$ cat src/rtl/scl_clk_gen_filter_if.sv
// SCL generator / filter signal bundle: generated drive value, pad readback,
// and the filtered SCL with its edge pulses.
interface scl_clk_gen_filter_if;
  logic en;
  logic scl_i;
  logic scl_o;
  logic scl_filt;
  logic scl_rise;
  logic scl_fall;

  modport master (
    output en, scl_o,
    input  scl_i, scl_filt, scl_rise, scl_fall
  );

  modport slave (
    input  en, scl_o,
    output scl_i, scl_filt, scl_rise, scl_fall
  );
endinterface

$ cat src/rtl/scl_clk_gen_filter.sv
// 50% duty SCL generator plus an independent synchronizer / glitch filter
// for the SCL pad readback, with registered rise/fall pulses.
module scl_clk_gen_filter #(
  parameter int unsigned CLK_FREQ_HZ = 100_000_000,
  parameter int unsigned SCL_FREQ_HZ = 100_000,
  parameter int unsigned STAGES      = 2
) (
  input  logic                 CLK,
  input  logic                 rst,
  scl_clk_gen_filter_if.slave  bus
);

  localparam int unsigned HALF = CLK_FREQ_HZ / (2 * SCL_FREQ_HZ);
  localparam int unsigned CW   = (HALF < 2) ? 1 : $clog2(HALF);

  if (HALF < 2 || STAGES < 1) begin : g_param_check
    $error("scl_clk_gen_filter: HALF must be >= 2 and STAGES >= 1");
  end

  // Half-period generator; en low keeps the bus released and the count cleared.
  logic [CW-1:0] cnt;
  logic          scl_q;

  always_ff @(posedge CLK) begin
    if (rst || !bus.en) begin
      cnt   <= '0;
      scl_q <= 1'b1;
    end else if (cnt == CW'(HALF - 1)) begin
      cnt   <= '0;
      scl_q <= ~scl_q;
    end else begin
      cnt   <= cnt + CW'(1);
    end
  end

  assign bus.scl_i = scl_q;

  // Agreement window: sync2 plus the STAGES-1 samples before it, so a stable
  // change reaches scl_filt 2+STAGES cycles after it appears on the pad.
  logic              sync1;
  logic              sync2;
  logic [STAGES-1:0] win;

  if (STAGES == 1) begin : g_win_single
    assign win = sync2;
  end else begin : g_win_shift
    localparam int unsigned HW = STAGES - 1;
    logic [HW-1:0] hist;

    always_ff @(posedge CLK) begin
      if (rst) hist <= '1;
      else     hist <= HW'({hist, sync2});
    end

    assign win = {hist, sync2};
  end

  logic filt_q;
  logic prev_q;
  logic rise_q;
  logic fall_q;

  always_ff @(posedge CLK) begin
    if (rst) begin
      sync1  <= 1'b1;
      sync2  <= 1'b1;
      filt_q <= 1'b1;
      prev_q <= 1'b1;
      rise_q <= 1'b0;
      fall_q <= 1'b0;
    end else begin
      sync1 <= bus.scl_o;
      sync2 <= sync1;
      if (&win)       filt_q <= 1'b1;
      else if (~|win) filt_q <= 1'b0;
      prev_q <= filt_q;
      rise_q <= filt_q & ~prev_q;
      fall_q <= ~filt_q & prev_q;
    end
  end

  assign bus.scl_filt = filt_q;
  assign bus.scl_rise = rise_q;
  assign bus.scl_fall = fall_q;

endmodule

$ cat src/flat_wrapper.sv
// flat-port wrapper written by rule: the top's interface ports become plain ports
module scl_clk_gen_filter_flat 
#(
  parameter int unsigned CLK_FREQ_HZ = 100_000_000,
  parameter int unsigned SCL_FREQ_HZ = 100_000,
  parameter int unsigned STAGES      = 2
)
  (CLK, rst, bus_en, bus_scl_o, bus_scl_i, bus_scl_filt, bus_scl_rise, bus_scl_fall);
  scl_clk_gen_filter_if bus_i ();
  input  logic CLK;
  input  logic rst;
  input wire logic [$bits(bus_i.en)-1:0] bus_en;
  input wire logic [$bits(bus_i.scl_o)-1:0] bus_scl_o;
  output wire logic [$bits(bus_i.scl_i)-1:0] bus_scl_i;
  output wire logic [$bits(bus_i.scl_filt)-1:0] bus_scl_filt;
  output wire logic [$bits(bus_i.scl_rise)-1:0] bus_scl_rise;
  output wire logic [$bits(bus_i.scl_fall)-1:0] bus_scl_fall;
  assign bus_i.en = bus_en;
  assign bus_i.scl_o = bus_scl_o;
  assign bus_scl_i = bus_i.scl_i;
  assign bus_scl_filt = bus_i.scl_filt;
  assign bus_scl_rise = bus_i.scl_rise;
  assign bus_scl_fall = bus_i.scl_fall;
  scl_clk_gen_filter #(.CLK_FREQ_HZ(CLK_FREQ_HZ), .SCL_FREQ_HZ(SCL_FREQ_HZ), .STAGES(STAGES)) u_core (.CLK(CLK), .rst(rst), .bus(bus_i));
endmodule
$ cat config.mk
export PLATFORM = sky130hd
export DESIGN_NAME = scl_clk_gen_filter_flat
export DESIGN_NICKNAME = d
export VERILOG_FILES = /design/src/rtl/scl_clk_gen_filter_if.sv /design/src/rtl/scl_clk_gen_filter.sv /design/src/flat_wrapper.sv
export SDC_FILE = /design/constraint.sdc
export NUM_CORES = 1
export LEC_CHECK = 0
export CAP_MARGIN = 10
export CORE_MARGIN = 10
export CORE_UTILIZATION = 45
export DETAILED_ROUTE_END_ITERATION = 7
export DONT_BUFFER_PORTS = 1
export PLACE_DENSITY = 0.6
export SYNTH_ARGS = -nofsm -noshare
export SYNTH_HDL_FRONTEND = slang
export SYNTH_SLANG_ARGS = --single-unit
export TNS_END_PERCENT = 20
$ cat constraint.sdc
create_clock -name CLK -period 1.38 [get_ports CLK]
set_clock_uncertainty 0.15 [all_clocks]
set_input_delay 0.345 -clock CLK [delete_from_list [all_inputs] [get_ports CLK]]
set_output_delay 0.345 -clock CLK [all_outputs]
set_load 0.03 [all_outputs]
; Yosys cells after proc, flatten, opt, wreduce, memory -nomap -nowiden
; Cells that the tools add are included.
[word_totals]
reg_bits = 17
input_bits = 4
word_cells = 22
[classes]
add_sub_neg = 1
n_eq_ne = 1
n_bitwise = 5
n_reduce_logical = 6
[op_table]
columns = operator, count
row1 = $add A9 B1 Y9 const B, 1
row2 = $eq A9 B9 Y1 const B, 1
row3 = $reduce_or A2 Y1, 3
row4 = $not A1 Y1, 3
row5 = $and A1 B1 Y1, 2
row6 = $reduce_and A2 Y1, 1
row7 = $logic_not A1 Y1, 1
row8 = $logic_or A1 B1 Y1, 1

; Longest topological paths before layout
[depth]
word_depth = 3
depth_mapped = 4

; Worst setup path before layout
; No wires, ideal clock.
[synth_path]
path_type = flip-flop to flip-flop
from = register u_core.cnt[0]
to = register u_core.cnt[8]
setup_ns = 0.116
t_arrival_ns = 1.151
required_time_ns = 1.114
slack_ns = -0.037
path_stages_with_launch = 5
path_cell_list = dfxtp_1 -> ha_1 -> nand4bb_4 -> a211o_1 -> and3_1
[synth_between]
elab_chain_len = 2
word_cells_on_any_way = 3
[synth_rtl]
columns = element, line_no
row1 = "start, declared", scl_clk_gen_filter.sv:21  ; logic [CW-1:0] cnt;
row2 = "start signal, assigned", scl_clk_gen_filter.sv:32  ; cnt <= cnt + CW'(1);
row3 = "parallel branches: the longest is 2 deep, another holds $add A9 B1 Y9", -
; Parallel ways; which one is timed is not known.
; A chain may end at the register's enable or synchronous reset.

; Final worst setup path
[layout_path]
from = register u_core.cnt[1]
to = register u_core.cnt[8]
; The elaborated chain is that of the path after synthesis.

==> results.yml <==
timing:
  tns_ps: 0
  slew_headroom_pct: 77.1
  tightest_slew_ps: 343
  timing.fmax_mhz: 734
  slew_viol_final: 0
  timing.final.crit_share_pct: 98.7
  grt_setup_unrepaired: "true"
  finalHoldViolations: 0
  hold_ws_ps: 12.0
  setup-violations-final: 0
  period_minus_slack_ps: 1360
run:
  maxCapViolations: 0
global_routing:
  grt_pass1_wl_um: 1890
  grt_use_total_pct: 6.89
  overflow: 0
  grt_max_degree: 11
  antenna_found_initial: 0
  grt_pass1_vias: 445
critical_path:
  critical_path.top_delay_family: "flip-flops"
  worstPathArrival_ps: 1410
  path_buf_inv: 0
  crit_fanout: 5
  cpMaxStageDelayCell: "dfxtp_4"
  critPathMaxStageDelay_ps: 400
  critPathRequiredTime_ps: 1420
  critPathKind: "flop to flop"
  path_cells: "ha_4, nand4bb_4, a211o_1, and3_1"
  startpoint_type: "flop"
  worst_setup_path_end_kind: "flop"
  r2r_slack_ps: 20
power:
  switching_share_pct: 22.4
  power_switching_uw: 179
  power_frac_seq_pct: 62.7
  power_density_nw_per_um2: 1010
  p_clk_share_pct: 33.4
  p_comb_share_pct: 3.9
  ir_drop_mv: 0.656
  power.leakage_nw: 0.291
  intPower_uw: 622
detailed_routing:
  vias: 476
  ant_nets: 0
  wire_per_inst_um: 11.9
  drcViolationCount: 0
  drtPass1Iterations: 4
  detail_route.iter0.violations: 8
  vias_per_cell: 5.17
  routed_wl_um: 1090
outcome:
  outcome: "completed"
floorplan:
  die_height_um: 58.0
  num_rows: 13
  fp.dieW_um: 58.0
  boundaryPins: 8
  fp.coreArea_sq_um: 1330
  die_area_sq_um: 3360
  initial_utilization_pct: 48.7
synth:
  syn_area_per_cell_sq_um: 9.99
  ys_seq_elements: 17
  synth_warnings: 0
  ys_seq_area_share_pct: 52.4
  netlist_instances: 65
  mappedNetlistArea_sq_um: 649
  yosysUniqueCellTypes: 22
  syn-num-nets: 71
final_layout:
  instances_no_fill: 92
  multi_input_area_sq_um: 319
  nFillCells: 116
  seqCellArea_sq_um: 349
  finish.utilization_pct: 59.8
  drive_gt1_share_pct: 26.0
  final_area_sq_um: 797
  fin_nets: 84
  diodes: 0
  areaGrowthSynthToFinish_pct: 22.7
place:
  dpl_cell_area_sq_um: 713
  place_inst: 85
  gp_congestion: 0.694
  port_buffers: 0
  hpwl_um: 792
clocking:
  ctsLongestPathBuffers: 2
  cts_max_level: 1
  cts_buffers: 3
  cts_tree: "yes"
  cts.reportedPaths.clkPinSlew_ps: 100
  cts_root_buf: "clkbuf_4"
  clkLatencyLatePin_ps: 290
  cts_setup_buffers: 0
  cts_sinks: 17
min_path:
  hp-class: "input port to flop"
[through the flow]
step / setup slack [ps] / power [mW]
after global placement: 1.94 / 0.536
after floorplan: 9.93 / 0.526
final: 18.4 / 0.801
after detailed placement: -14.6 / 0.537
after CTS: 19.5 / 0.806
after global routing: -30.3 / 0.835
[routing by layer]
metal | share of wire, % | wire length [um] | up-vias | track usage (%)
met4 | 1.6 | 18 | 0 | 3.02
met3 | 6.4 | 70 | 4 | 3.49
met2 | 43 | 471 | 7 | 10.6
li1 | - | - | 252 | -
met1 | 49 | 533 | 213 | 7.80
met5 | 0 | 0 | - | 0
[cell type report]
class / count / share of cell area [%]
inverters: 4 / 1.88
clock buffers: 3 / 2.83
multi-input cells: 44 / 40.0
well taps: 15 / 2.35
repair buffers: 8 / 8.48
clock inverters: 1 / 0.628
flip-flops and latches: 17 / 43.8
[cell usage after synthesis, drive strengths merged]
cell     instances  area [sq um]
nand2            1          3.75
dfxtp           17           340
and3             1          6.26
nand4            2          18.8
nor2b            1          6.26
and3b            1          8.76
inv              4          15.0
a21oi            4          20.0
xnor2            2          17.5
nand4bb          1          27.5
nor2             7          26.3
ha               2          25.0
xor2             1          8.76
a211o            1          8.76
o21bai           2          15.0
o21ai            5          25.0
or3              3          18.8
nor3b            1          7.51
or2              4          25.0
nand3            5          25.0
[registers in the layout (all words and copies together) (netlist names)]
| signal | count |
|---|---|
| u_core.g_win_shift.hist | 1 |
| u_core.bus.scl_filt | 1 |
| u_core.bus.scl_i | 1 |
| u_core.prev_q | 1 |
| u_core.bus.scl_rise | 1 |
| u_core.cnt | 9 |
| u_core.sync2 | 1 |
| u_core.sync1 | 1 |
| u_core.bus.scl_fall | 1 |
[power by group through the flow]
stage | logic [mW] | registers (mW) | clock network (mW)
2_1_floorplan | 0.0118 | 0.514 | 0
3_3_place_gp | 0.0229 | 0.513 | 0
3_5_place_dp | 0.0227 | 0.514 | 0
4_1_cts | 0.0285 | 0.502 | 0.275
5_1_grt | 0.0358 | 0.504 | 0.296
6_report | 0.0311 | 0.502 | 0.268
[logic make-up after synthesis]
kind of cell,share of synthesized area [%]
AOI/OAI and AO/OA,10.6
and+or+nand+nor,26.8
xor gates and xnor gates,4.05
buffers and inverters,2.31
adders and majority gates,3.85
DFF,52.4
[worst paths after layout]
path,startpoint,to,cells past startpoint
min,rst,u_core.bus.scl_filt,1
min reg2reg,u_core.sync1,u_core.sync2,1
max reg2reg,u_core.cnt[1],u_core.cnt[8],4
max,u_core.cnt[1],u_core.cnt[8],4
[placed cells by master (no fill, tap or decap), types with 2 or more instances in the layout]
cell type       n
a21oi_1         4
buf_4           5
clkbuf_4        3
dfxtp_1        14
dfxtp_4         2
dlygate4sd3_1   3
ha_4            2
inv_1           4
nand3_1         5
nor2_1          7
o21ai_0         4
o21bai_1        2
or2_2           4
or3_1           3
xnor2_1         2
[repair_timing]
| item | CTS | global route |
|---|---|---|
| endpoints found under the hold margin | 3 | 2 |
| setup endpoints to repair | 1 | 2 |
| gates resized for setup | 4 | 1 |
| hold buffers | 2 | 1 |
Note: power is estimated with default switching activity, not from simulation.
